$ cat config.mk
export PLATFORM = sky130hd
export DESIGN_NAME = imem_uart_loader
export DESIGN_NICKNAME = d
export VERILOG_FILES = /design/src/rtl/loader_pkg.sv /design/src/rtl/uart_rx.sv /design/src/rtl/imem_uart_loader.sv
export SDC_FILE = /design/constraint.sdc
export NUM_CORES = 1
export LEC_CHECK = 0
export BUFFER_PORTS_ARGS = -buffer_cell sky130_fd_sc_hd__buf_2
export CAP_MARGIN = 20
export CORE_MARGIN = 2
export CORE_UTILIZATION = 40
export CTS_CLUSTER_SIZE = 25
export DETAILED_ROUTE_END_ITERATION = 8
export SYNTH_ARGS = -nofsm -noshare
export SYNTH_HDL_FRONTEND = slang
export SYNTH_SLANG_ARGS = --single-unit
export TNS_END_PERCENT = 20
$ cat constraint.sdc
create_clock -name clk -period 2.15 [get_ports clk]
set_input_delay 0.1075 -clock clk [delete_from_list [all_inputs] [get_ports clk]]
set_output_delay 0.1075 -clock clk [all_outputs]
set_load 0.1 [all_outputs]
$ cat src/rtl/loader_pkg.sv
// Shared constants and state types for the UART instruction-memory loader.
package loader_pkg;

  // Same constant the CPU halt check compares against.
  localparam logic [31:0] HALT_WORD = 32'hFFFF_FFFF;

  typedef enum logic [1:0] {
    RX_IDLE,
    RX_START,
    RX_DATA,
    RX_STOP
  } rx_state_e;

  typedef enum logic {
    TOP_LOAD,
    TOP_DONE
  } top_state_e;

endpackage

$ cat src/rtl/uart_rx.sv
// 8N1 UART receiver: two-flop synchroniser, bit timer and RX state machine.
module uart_rx
  import loader_pkg::*;
#(
  parameter int unsigned CLK_HZ = 50_000_000,
  parameter int unsigned BAUD   = 115_200
) (
  input  logic       clk,
  input  logic       rst,
  input  logic       rx,
  output logic [7:0] byte_data,
  output logic       byte_valid,
  output logic       stop_err
);

  localparam int unsigned DIV   = CLK_HZ / BAUD;
  localparam int unsigned HALF  = DIV / 2;
  localparam int unsigned CNT_W = $clog2(DIV + 1);
  localparam logic [CNT_W-1:0] DIV_LAST  = CNT_W'(DIV - 1);
  localparam logic [CNT_W-1:0] HALF_LAST = CNT_W'(HALF - 1);

  logic            rx_meta_q, rx_sync_q;
  rx_state_e       state_q, state_d;
  logic [CNT_W-1:0] cnt_q, cnt_d;
  logic [2:0]      bit_q, bit_d;
  logic [7:0]      shift_q, shift_d;
  logic            valid_q, valid_d;
  logic            err_q, err_d;
  logic            wait_hi_q, wait_hi_d;

  // Two-flop synchroniser, idle-high after reset.
  always_ff @(posedge clk or negedge rst) begin
    if (!rst) begin
      rx_meta_q <= 1'b1;
      rx_sync_q <= 1'b1;
    end else begin
      rx_meta_q <= rx;
      rx_sync_q <= rx_meta_q;
    end
  end

  // Next-state, bit timing and sampling; after a bad stop bit the line must go high before a new start.
  always_comb begin
    state_d   = state_q;
    cnt_d     = cnt_q + CNT_W'(1);
    bit_d     = bit_q;
    shift_d   = shift_q;
    valid_d   = 1'b0;
    err_d     = 1'b0;
    wait_hi_d = wait_hi_q;
    unique case (state_q)
      RX_IDLE: begin
        cnt_d = '0;
        if (wait_hi_q) begin
          if (rx_sync_q) wait_hi_d = 1'b0;
        end else if (!rx_sync_q) begin
          state_d = RX_START;
        end
      end
      RX_START: begin
        if (cnt_q == HALF_LAST) begin
          cnt_d   = '0;
          bit_d   = '0;
          state_d = rx_sync_q ? RX_IDLE : RX_DATA;
        end
      end
      RX_DATA: begin
        if (cnt_q == DIV_LAST) begin
          cnt_d   = '0;
          shift_d = {rx_sync_q, shift_q[7:1]};
          bit_d   = bit_q + 3'd1;
          if (bit_q == 3'd7) state_d = RX_STOP;
        end
      end
      RX_STOP: begin
        if (cnt_q == DIV_LAST) begin
          cnt_d   = '0;
          state_d = RX_IDLE;
          if (rx_sync_q) begin
            valid_d = 1'b1;
          end else begin
            err_d     = 1'b1;
            wait_hi_d = 1'b1;
          end
        end
      end
      default: state_d = RX_IDLE;
    endcase
  end

  // Receiver state register.
  always_ff @(posedge clk or negedge rst) begin
    if (!rst) begin
      state_q   <= RX_IDLE;
      cnt_q     <= '0;
      bit_q     <= '0;
      shift_q   <= '0;
      valid_q   <= 1'b0;
      err_q     <= 1'b0;
      wait_hi_q <= 1'b0;
    end else begin
      state_q   <= state_d;
      cnt_q     <= cnt_d;
      bit_q     <= bit_d;
      shift_q   <= shift_d;
      valid_q   <= valid_d;
      err_q     <= err_d;
      wait_hi_q <= wait_hi_d;
    end
  end

  assign byte_data  = shift_q;
  assign byte_valid = valid_q;
  assign stop_err   = err_q;

endmodule

$ cat src/rtl/imem_uart_loader.sv
// UART boot loader: assembles big-endian words and writes them to instruction memory.
module imem_uart_loader
  import loader_pkg::*;
#(
  parameter int unsigned CLK_HZ     = 50_000_000,
  parameter int unsigned BAUD       = 115_200,
  parameter int unsigned ADDR_WIDTH = 8
) (
  input  logic                  clk,
  input  logic                  rst,
  input  logic                  rx,
  output logic                  imem_we,
  output logic [ADDR_WIDTH-1:0] imem_waddr,
  output logic [31:0]           imem_wdata,
  output logic                  cpu_hold,
  output logic                  done,
  output logic                  frame_err,
  output logic [ADDR_WIDTH:0]   word_cnt
);

  localparam int unsigned CNT_W = ADDR_WIDTH + 1;
  localparam logic [ADDR_WIDTH-1:0] LAST_ADDR = {ADDR_WIDTH{1'b1}};

  top_state_e            state_q, state_d;
  logic [1:0]            idx_q, idx_d;
  logic [31:0]           acc_q, acc_d;
  logic                  we_q, we_d;
  logic [ADDR_WIDTH-1:0] waddr_q, waddr_d;
  logic [31:0]           wdata_q, wdata_d;
  logic                  hold_q, hold_d;
  logic                  done_q, done_d;
  logic                  ferr_q, ferr_d;
  logic [CNT_W-1:0]      cnt_q, cnt_d;

  logic [7:0] byte_data;
  logic       byte_valid;
  logic       stop_err;
  logic       rx_gated;

  // Once loading is finished the line is forced idle so the receiver parks.
  assign rx_gated = rx | done_q;

  uart_rx #(
    .CLK_HZ (CLK_HZ),
    .BAUD   (BAUD)
  ) u_rx (
    .clk        (clk),
    .rst        (rst),
    .rx         (rx_gated),
    .byte_data  (byte_data),
    .byte_valid (byte_valid),
    .stop_err   (stop_err)
  );

  // Word assembly, write strobe and LOAD/DONE transitions.
  always_comb begin
    state_d = state_q;
    idx_d   = idx_q;
    acc_d   = acc_q;
    we_d    = 1'b0;
    waddr_d = waddr_q;
    wdata_d = wdata_q;
    hold_d  = hold_q;
    done_d  = done_q;
    ferr_d  = ferr_q;
    cnt_d   = cnt_q;
    if (state_q == TOP_LOAD) begin
      if (stop_err) begin
        ferr_d = 1'b1;
        idx_d  = '0;
      end else if (byte_valid) begin
        acc_d = {acc_q[23:0], byte_data};
        idx_d = idx_q + 2'd1;
        if (idx_q == 2'd3) begin
          we_d    = 1'b1;
          wdata_d = {acc_q[23:0], byte_data};
        end
      end
      if (we_q) begin
        cnt_d = cnt_q + CNT_W'(1);
        if (waddr_q != LAST_ADDR) waddr_d = waddr_q + ADDR_WIDTH'(1);
        if (wdata_q == HALT_WORD || waddr_q == LAST_ADDR) begin
          state_d = TOP_DONE;
          hold_d  = 1'b0;
          done_d  = 1'b1;
        end
      end
    end
  end

  // Loader state register.
  always_ff @(posedge clk or negedge rst) begin
    if (!rst) begin
      state_q <= TOP_LOAD;
      idx_q   <= '0;
      acc_q   <= '0;
      we_q    <= 1'b0;
      waddr_q <= '0;
      wdata_q <= '0;
      hold_q  <= 1'b1;
      done_q  <= 1'b0;
      ferr_q  <= 1'b0;
      cnt_q   <= '0;
    end else begin
      state_q <= state_d;
      idx_q   <= idx_d;
      acc_q   <= acc_d;
      we_q    <= we_d;
      waddr_q <= waddr_d;
      wdata_q <= wdata_d;
      hold_q  <= hold_d;
      done_q  <= done_d;
      ferr_q  <= ferr_d;
      cnt_q   <= cnt_d;
    end
  end

  assign imem_we    = we_q;
  assign imem_waddr = waddr_q;
  assign imem_wdata = wdata_q;
  assign cpu_hold   = hold_q;
  assign done       = done_q;
  assign frame_err  = ferr_q;
  assign word_cnt   = cnt_q;

endmodule

==> results of run 1 <==
## synth_stat cells (all sizes together) (3+ instances only)
cell,n
dfrtp,104
mux2,65
nand2,16
nor2,15
ha,13
o21ai,13
inv,12
nand4,12
nand3,11
xnor2,10
xor2,10
buf,7
and3,4
and4,4
and2,3
dfstp,3
nor4,3
o221ai,3
## state kept, by name (all words and copies together) (netlist names), named ones only
register	count
state_q	1
idx_q	2
u_rx.rx_sync_q	1
imem_we	1
u_rx.bit_q	3
imem_waddr	8
cpu_hold	1
acc_q	24
done	1
u_rx.byte_valid	1
word_cnt	9
u_rx.cnt_q	9
frame_err	1
u_rx.rx_meta_q	1
imem_wdata	32
u_rx.wait_hi_q	1
u_rx.stop_err	1
u_rx.byte_data	8
u_rx.state_q	1
## area by class of cell
cell class                      instances  share of cell area, %
Sequential cell                       107                   50.7
Multi-Input combinational cell        209                   32.9
Timing Repair Buffer                   64                   7.10
Clock buffer                           11                   4.40
Tap cell                              140                   3.31
Inverter                               12                  0.851
Clock inverter                          5                  0.757
## per-layer routing
metal / routed length (microns) / up-vias / part of all wire, % / global-route usage (%)
li1: - / 1329 / - / -
met1: 4270 / 1407 / 50 / 21.2
met2: 3880 / 44 / 45 / 22.1
met3: 304 / 12 / 3.6 / 3.51
met4: 92 / 0 / 1.1 / 4.50
met5: 0 / - / 0 / 0
## report_power, final
group	internal (W)	switching [W]	leakage [nW]
clock network	0.000795	0.000729	0.128
registers	0.00201	0.00000192	1.47
logic	0.0000112	0.0000415	1.19
## path summary, 6_finish.rpt
check | from | endpoint | slack [ps]
min reg2reg | u_rx.rx_meta_q | u_rx.rx_sync_q | 360
max in group asynchronous | rst | u_rx.rx_sync_q | 1190
max reg2reg | u_rx.cnt_q[0] | u_rx.byte_data[1] | 340
min | rst | word_cnt[8] | 280
min in group clk | u_rx.rx_meta_q | u_rx.rx_sync_q | 360
max | u_rx.cnt_q[0] | u_rx.byte_data[1] | 340
## cell families after synthesis
logic type,synth area share (%)
AO/OA/AOI/OAI,4.17
adder cells (fa/ha/maj),3.59
flip-flops,59.2
buffers and inverters,2.46
AND/OR/NAND/NOR,10.2
multiplexers,16.6
XOR/XNOR,3.86
## metrics by stage
stage	area, sq um	worst slack, ps	total power, W	std cells	hold slack [ps]
after floorplan	4530	11.1	0.00206	337	-188
after global placement	5000	413	0.00211	530	117
after detailed placement	5000	341	0.00211	530	116
after CTS	5290	326	0.00365	548	294
after global routing	5290	136	0.00374	548	313
final	5290	341	0.00359	548	284
## repair_timing
item / in CTS / in global routing
setup endpoints to repair: 0 / 0
endpoints found under the hold margin: 36 / 0
hold buffers: 2 / 0
## worst max-delay path: stages (launching register included)
cell and delay, ps:
dfrtp_1 450, ha_1 220, and4bb_2 220, and2_1 270, nand2_4 180, mux2_2 350
==> metrics.txt, run 1 <==
CP max FO=9; CTS Buf Count=9; area of the multi-input gates=0.00174 sq mm; final worst path period need=1810 ps; CTS tree=done; worst relative slew slack=around two thirds; Worst Path Arrival=2030 ps; core area=around 0.011 sq mm; Cell Pwr Density=approximately 680 mW/mm^2; Root Buffer=clkbuf_16; Post-DRT Antenna Nets=0; f_max=around 550 MHz; RSZ-0062 raised after global routing=false; largest cells by area after synthesis=dfrtp_1, mux2_2, mux2_1; Clock transition at path regs=70 ps; GP Congestion=0.815; Post-DP HPWL=between 6000 and 7000 microns; Cell variety after synth=43; share of Yosys cell area claimed by the top area cell type=between 50% and 60%; syn_area_per_cell=about 13 sq um; Synth async-reset ratio=between 90% and 100%; post_cts resized=0; Slew Limit Fails=0; Seq. cell area=about 0.0027 sq mm; Net Count, Synth=approximately 350; fin util=between 40% and 50%; clock skew=around 9.5 ps; total wire length=between 8000 and 9000 microns; H-tree depth=3; antenna violations before repair=0; filler cell count in the final layout=1001; register area share after synthesis=about 59%; Top FF cell, synth=dfrtp_1; Vias/cell=5.09; CP Capture Type=register; Final Hold Violating Endpoints=0; clock sinks=roughly 110; Die ar.=0.0122 sq mm; Starting Density=between 40 and 50%; Cell Area, Synth=approximately 0.0045 sq mm; share of cells above drive strength 1=29.7%; number of iterations in the first detailed-routing pass=4; Setup Viol. Count Final=0; number of port buffers=55; Synth area leader=dfrtp_1; area added between synthesis and finish=16.7%; commonest non-fill, non-tap cell in the layout=dfrtp_1; Least-Margin Pin Slew=roughly 520 ps; global-route wire length before repair=around 15000 microns; largest net degree at the start of global routing=40; commonest cells after routing, fill and taps aside=dfrtp_1, buf_2, mux2_2, mux2_1; Min-Delay Path Class=input port to async pin; die height=110 microns; Post-synth EDFFs=0; Setup TNS Final=0 ps; DR DRC count=0; Vias=roughly 2800; CTS Buffer Depth=2; clock insertion delay at the later pin of the skew report=340 ps; DRT iter0 DRCs=~180; global-route usage over all layers=14.7%; synth warn=0; gr ovfl total=0; Worst Reg-to-Reg Cells=5; outcome=finished clean; FF+latch count, synth=about 110; worst vdd ir=around 0.33 mV; Max-Cap Viols=0; # diodes=0; Ports=56; Setup CP Type=register to register; WL per Instance=~16 microns; DIE WIDTH=between 100 and 150 microns; period utilization=84.1%; critical path launch point type=register; vias in the first global route=2916; P_leak=roughly 2.8 nW; nets=419; Post-CTS Setup Repair Bufs=0; Row Count=38; critical path required time=2370 ps; cell count after synthesis=337
Power figures use the tool's default switching activity.
==> run 2: changes to the inputs <==
==> constraint.sdc (replaced) <==
create_clock -name clk -period 1.6 [get_ports clk]
set_input_delay 0.08 -clock clk [delete_from_list [all_inputs] [get_ports clk]]
set_output_delay 0.08 -clock clk [all_outputs]
set_load 0.1 [all_outputs]
==> run 2 against run 1 <==
Against the previous run: first-iteration DRC count grew 21%; sequential power grew 34%; clock power grew 47%; non-clock buffer count grew 15; cell area grew 6.9%; combinational power grew 52%; register-to-register slack lost 300 ps; fmax grew 16%; final cell count grew 2.7%; worst hold slack lost 41 ps; sequential cell count is the same; critical path type unchanged; largest power group unchanged.
==> metrics.txt, run 2 (same netlist as run 1, synthesis figures left out) <==
Row Count=38 (unchanged); reg2reg start=u_rx.cnt_q[0]; nets=434 (+3.6%); Starting Density=41.5% (unchanged); Min-Delay Path Class=input port to async pin; CP max stage cell=dfrtp_1; clock insertion delay at the later pin of the skew report=340 ps (about the same); critical path required time=1870 ps (-500 ps); largest net degree at the start of global routing=37 (-7.5%); antenna violations before repair=0 (unchanged); Least-Margin Pin Slew=497 ps (-18.8 ps); Pwr Total=0.00502 W (+40%); Max-Cap Viols=0 (unchanged); DIE WIDTH=110 microns (unchanged); global-route wire length before repair=15000 microns (+1.0%); DRT iter0 DRCs=215 (+21%); Setup CP Type=register to register; Worst R2R Setup Slack=40 ps (-300 ps); number of port buffers=55 (unchanged); share of cells above drive strength 1=47.8% (+18 points); CP Launch Point=u_rx.cnt_q[0]; total wire length=8760 microns (+2.5%); commonest cells after routing, fill and taps aside=dfrtp_1, buf_2, dfrtp_2, mux2_2, mux2_1; Die ar.=0.0122 sq mm (unchanged); Clock transition at path regs=70 ps (about the same); Seq. cell area=0.00276 sq mm (+2.9%); # diodes=0 (unchanged); gr ovfl total=0 (unchanged); outcome=finished clean; crit-path leading delay family=simple AND/OR/NAND/NOR gates; RSZ-0062 raised after global routing=true; clock skew=4.61 ps (-4.85 ps); WL per Instance=15.6 microns (-0.20%); Final Hold Violating Endpoints=0 (unchanged); Worst Path Arrival=1830 ps (-200 ps); Post-DRT Antenna Nets=0 (unchanged); f_max=640 MHz (+16%); global-route usage over all layers=15.2% (+0.43 points); P_leak=2.81 nW (+0.79%); Cell Pwr Density=888 mW/mm^2 (+31%); worst vdd ir=0.483 mV (+45%); commonest non-fill, non-tap cell in the layout=dfrtp_1; core area=0.0109 sq mm (unchanged); filler cell count in the final layout=953 (-4.8%); worst hold margin=243 ps (-40.7 ps); Vias=2844 (+1.9%); Post-CTS Setup Repair Bufs=0 (unchanged); Worst Reg-to-Reg Cells=6 (+1); worst path cell trace=inv_1 -> ha_2 -> nor4bb_4 -> a21boi_2 -> nor4_2 -> mux2i_1; Post-DP HPWL=6200 microns (+2.9%); GP Congestion=0.781 (-4.2%); critical path launch point type=register; worst relative slew slack=66.9% (+1.3 points); fin util=51.7% (+3.3 points); CTS tree=done; Slew Limit Fails=0 (unchanged); Vias/cell=5.05 (-0.85%); period utilization=97.6% (+13 points); DR DRC count=0 (unchanged); CTS Buffer Depth=2 (unchanged); CP Capture Type=register; Largest stage delay, worst path=400 ps (-50 ps); Root Buffer=clkbuf_16; CTS Buf Count=9 (unchanged); area added between synthesis and finish=24.7%; area of the multi-input gates=0.00185 sq mm (+6.5%); worst path bufs/invs=1 (+1); H-tree depth=3 (unchanged); Setup Viol. Count Final=0 (unchanged); Largest register FFs=32 (unchanged); Ports=56 (unchanged); CP max FO=5 (-4); number of iterations in the first detailed-routing pass=4 (unchanged); clock sinks=107 (unchanged); vias in the first global route=2959 (+1.5%); final worst path period need=1560 ps (-247 ps); die height=110 microns (unchanged)
-- run 2: changes by cell type in the layout (fill, tap and decap cells not counted), sizes merged --
cell	before	now
buf	62	77
bufinv	0	1
clkinvlp	2	1
-- run 2: power by group --
part           switching (W)  internal (W)  leakage [nW]  total (W)
clock               0.000968       0.00126         0.146    0.00223
sequential        0.00000259       0.00271          1.39    0.00271
combinational      0.0000570     0.0000231          1.28  0.0000801
-- run 2: per-layer routing --
| layer | track usage (%) | vias up | wire length (microns) |
|---|---|---|---|
| li1 | - | 1353 | - |
| met1 | 20.9 | 1433 | 4200 |
| met2 | 23.8 | 48 | 4150 |
| met3 | 4.23 | 10 | 318 |
| met4 | 3.75 | 0 | 96 |
| met5 | 0 | - | 0 |
-- run 2: worst max path at each step --
stage | depth (start not counted) | to | slack, ps
finish | 6 | register | 40
global route | 6 | register | -60
detailed placement | 6 | register | -120
CTS | 6 | register | 30
floorplan | 4 | imem_waddr[7] | -30
global placement | 6 | u_rx.byte_data[4] | -30
-- run 2: cell type report --
type | instances | area share, %
sequential | 107 | 48.8
multi-input combinational | 209 | 32.8
timing repair buffer | 79 | 9.14
clock buffer | 11 | 4.29
tap | 140 | 3.10
clock inverter | 5 | 1.06
inverter | 12 | 0.797
-- run 2: stage by stage --
step           cell area [sq um]  instances  worst slack [ps]  TNS [ps]
4_1_cts                     5620        563              28.6         0
3_3_place_gp                5270        546             -25.6      -215
6_report                    5650        563              37.7         0
2_1_floorplan               4670        337             -33.2      -393
5_1_grt                     5650        563             -64.7      -141
3_5_place_dp                5270        546              -117      -696
-- run 2: timing repair --
| action | CTS | global route |
|---|---|---|
| hold buffers | 2 | 0 |
| pin swaps | 5 | 3 |
| resized for setup | 7 | 12 |
| endpoints found under the hold margin | 30 | 0 |
| endpoints found under the setup margin | 13 | 43 |
==> run 3: changes to the inputs <==
--- a/config.mk
+++ b/config.mk
@@ -5,12 +5,15 @@
 export SDC_FILE = /design/constraint.sdc
 export NUM_CORES = 1
 export LEC_CHECK = 0
+export ABC_AREA = 1
 export BUFFER_PORTS_ARGS = -buffer_cell sky130_fd_sc_hd__buf_2
 export CAP_MARGIN = 20
 export CORE_MARGIN = 2
-export CORE_UTILIZATION = 40
+export CORE_UTILIZATION = 50
 export CTS_CLUSTER_SIZE = 25
 export DETAILED_ROUTE_END_ITERATION = 8
+export GPL_TIMING_DRIVEN = 0
+export PLACE_DENSITY = 0.73
 export SYNTH_ARGS = -nofsm -noshare
 export SYNTH_HDL_FRONTEND = slang
 export SYNTH_SLANG_ARGS = --single-unit
==> run 3 against run 2 <==
Against the previous run: routed wire length rose by 2.5%; first-iteration DRC count shrank 33%; non-clock buffer count decreased by 8.
==> metrics.txt, run 3 <==
outcome=finished clean; Clock transition at path regs=100 ps (+30 ps); Post-DRT Antenna Nets=0 (unchanged); syn_area_per_cell=9.21 sq um (-32%); Net Count, Synth=520 (+47%); worst path bufs/invs=2 (+1); worst vdd ir=0.660 mV (+37%); Synth async-reset ratio=100% (unchanged); register area share after synthesis=57.8% (-1.4 points); reg2reg start=u_rx.stop_err; critical path required time=1850 ps (-20 ps); total wire length=8980 microns (+2.5%); H-tree depth=3 (unchanged); worst path cell trace=nor3_4 -> nand2_2 -> buf_6 -> buf_6 -> nand2_1 -> o21ai_2; Setup TNS Final=0 ps (unchanged); Vias=3389 (+19%); DR DRC count=0 (unchanged); Root Buffer=clkbuf_8; CTS tree=done; CTS Buf Count=9 (unchanged); Setup Viol. Count Final=0 (unchanged); share of Yosys cell area claimed by the top area cell type=56.1% (-1.3 points); most common cell in the netlist=nand2_1; Largest stage delay, worst path=430 ps (+30 ps); largest cells by area after synthesis=dfrtp_1, nand2_1, o21ai_0; Slew Limit Fails=0 (unchanged); gr ovfl total=0 (unchanged); WL per Instance=13.0 microns (-16%); cell count after synthesis=504 (+50%); RSZ-0062 raised after global routing=true; Max-Cap Viols=0 (unchanged); Cell variety after synth=32 (-26%); reg2reg end=imem_wdata[21]; clock skew=10.5 ps (+5.86 ps); Top FF cell, synth=dfrtp_1; critical path launch point type=register; f_max=666 MHz (+4.1%); core area=0.00911 sq mm (-17%); Post-synth EDFFs=0 (unchanged); WP depth=6 (unchanged); end of the critical path=imem_wdata[21]; Worst R2R Setup Slack=100 ps (+60 ps); GP Congestion=0.808 (+3.5%); die height=100 microns (-9.1%); Setup CP Type=register to register; synth warn=0 (unchanged); Cell Pwr Density=870 mW/mm^2 (-2.1%); crit-path leading delay family=simple AND/OR/NAND/NOR gates; Final Hold Violating Endpoints=0 (unchanged); global-route wire length before repair=15300 microns (+1.7%); CTS Buffer Depth=2 (unchanged); Cell Area, Synth=0.00464 sq mm (+2.4%); largest net degree at the start of global routing=57 (+54%); FF+latch count, synth=107 (unchanged); CP max FO=10 (+5); number of port buffers=55 (unchanged); CP max stage cell=dfrtp_1; P_leak=2.73 nW (-2.9%); Synth area leader=dfrtp_1; Worst Reg-to-Reg Cells=6 (unchanged); Worst Path Arrival=1750 ps (-80 ps); DIE WIDTH=100 microns (-9.1%); worst relative slew slack=52.0% (-15 points); # diodes=0 (unchanged); global-route usage over all layers=19.3% (+4.1 points); top cells by count, synth=nand2_1, dfrtp_1, inv_1, o21ai_0, nor2_1; Largest register FFs=32 (unchanged); CP Capture Type=register; area added between synthesis and finish=17.3%; period utilization=93.8% (-3.8 points); share of cells above drive strength 1=22.5% (-25 points); CP Launch Point=u_rx.stop_err; nets=590 (+36%); Post-DP HPWL=6320 microns (+2.0%); Vias/cell=4.91 (-2.8%); Pwr Total=0.00473 W (-5.7%); critical path's most frequent cell=buf_6; clock sinks=107 (unchanged); vias in the first global route=3249 (+9.8%); Ports=56 (unchanged); Min-Delay Path Class=input port to async pin; Row Count=35 (-7.9%); antenna violations before repair=0 (unchanged); commonest cells after routing, fill and taps aside=nand2_1, dfrtp_1, buf_2, inv_1, o21ai_0; clock insertion delay at the later pin of the skew report=360 ps (+20 ps); final worst path period need=1500 ps (-61.5 ps); Starting Density=51.0% (+9.5 points); Least-Margin Pin Slew=719 ps (+222 ps); Die ar.=0.0101 sq mm (-17%); DRT iter0 DRCs=143 (-33%); number of iterations in the first detailed-routing pass=6 (+2); commonest non-fill, non-tap cell in the layout=nand2_1
## run 3: metal layers
metal	track usage, %	part of all wire, %
met1	26.6	49
met2	30.7	48
met3	4.39	2.6
met4	5.69	0.86
met5	0	0
## run 3: cell families after synthesis
| logic type | Yosys count | synth area share, % |
|---|---|---|
| AOI/OAI and AO/OA | 74 | 9.16 |
| DFF | 107 | 57.8 |
| buffers and inverters | 67 | 6.52 |
| and+or+nand+nor | 226 | 19.8 |
| xor gates and xnor gates | 17 | 3.21 |
| adders and majority gates | 13 | 3.50 |
## run 3: worst min path at each step
stage | from | to | depth (start not counted) | slack, ps
detailed placement | rst | imem_wdata[28] | 1 | 190
CTS | rst | word_cnt[6] | 2 | 330
floorplan | rst | async pin | 0 | -220
finish | rst | word_cnt[5] | 2 | 320
global route | rst | acc_q[21] | 2 | 360
global placement | rx | u_rx.rx_meta_q | 2 | 280
## run 3: final cells by class
type,instances,area [sq um]
repair buffers,59,333
well taps,111,139
multi-input cells,330,1720
clock inverters,5,100
flip-flops and latches,107,2710
plain buffers,12,101
inverters,55,209
fillers,781,3660
clock buffers,11,141
## run 3: where the power goes
| part | switching [W] | total (W) | internal [W] | leakage, nW |
|---|---|---|---|---|
| clock network | 0.000880 | 0.00196 | 0.00108 | 0.123 |
| registers | 0.00000213 | 0.00271 | 0.00271 | 1.45 |
| logic | 0.0000542 | 0.0000681 | 0.0000139 | 1.15 |
| total | 0.000936 | 0.00473 | 0.00380 | 2.73 |
## run 3: what timing repair did
item	CTS	global route
setup buffers	0	1
gates resized for setup	0	15
hold buffers	2	0
hold endpoints to repair	56	0
setup endpoints to repair	0	38
## run 3: worst register-to-register path: cells and delay by family (launching register included)
| family | cells | cell delay [ps] |
|---|---|---|
| flip-flops | 1 | 430 |
| AO/OA/AOI/OAI | 1 | 50 |
| AND/OR/NAND/NOR | 3 | 600 |
| buffers and inverters | 2 | 320 |
## run 3: stage by stage
stage,worst slack [ps],cells,utilization [%],hold WS (ps),instance area (sq um)
after floorplan,-136,504,-,-216,4690
after global placement,-1050,670,56.0,282,5100
after detailed placement,31.2,671,56.3,186,5130
after CTS,2.52,689,59.2,331,5390
after global routing,-37.9,690,59.8,359,5440
final,99.2,690,59.8,321,5440
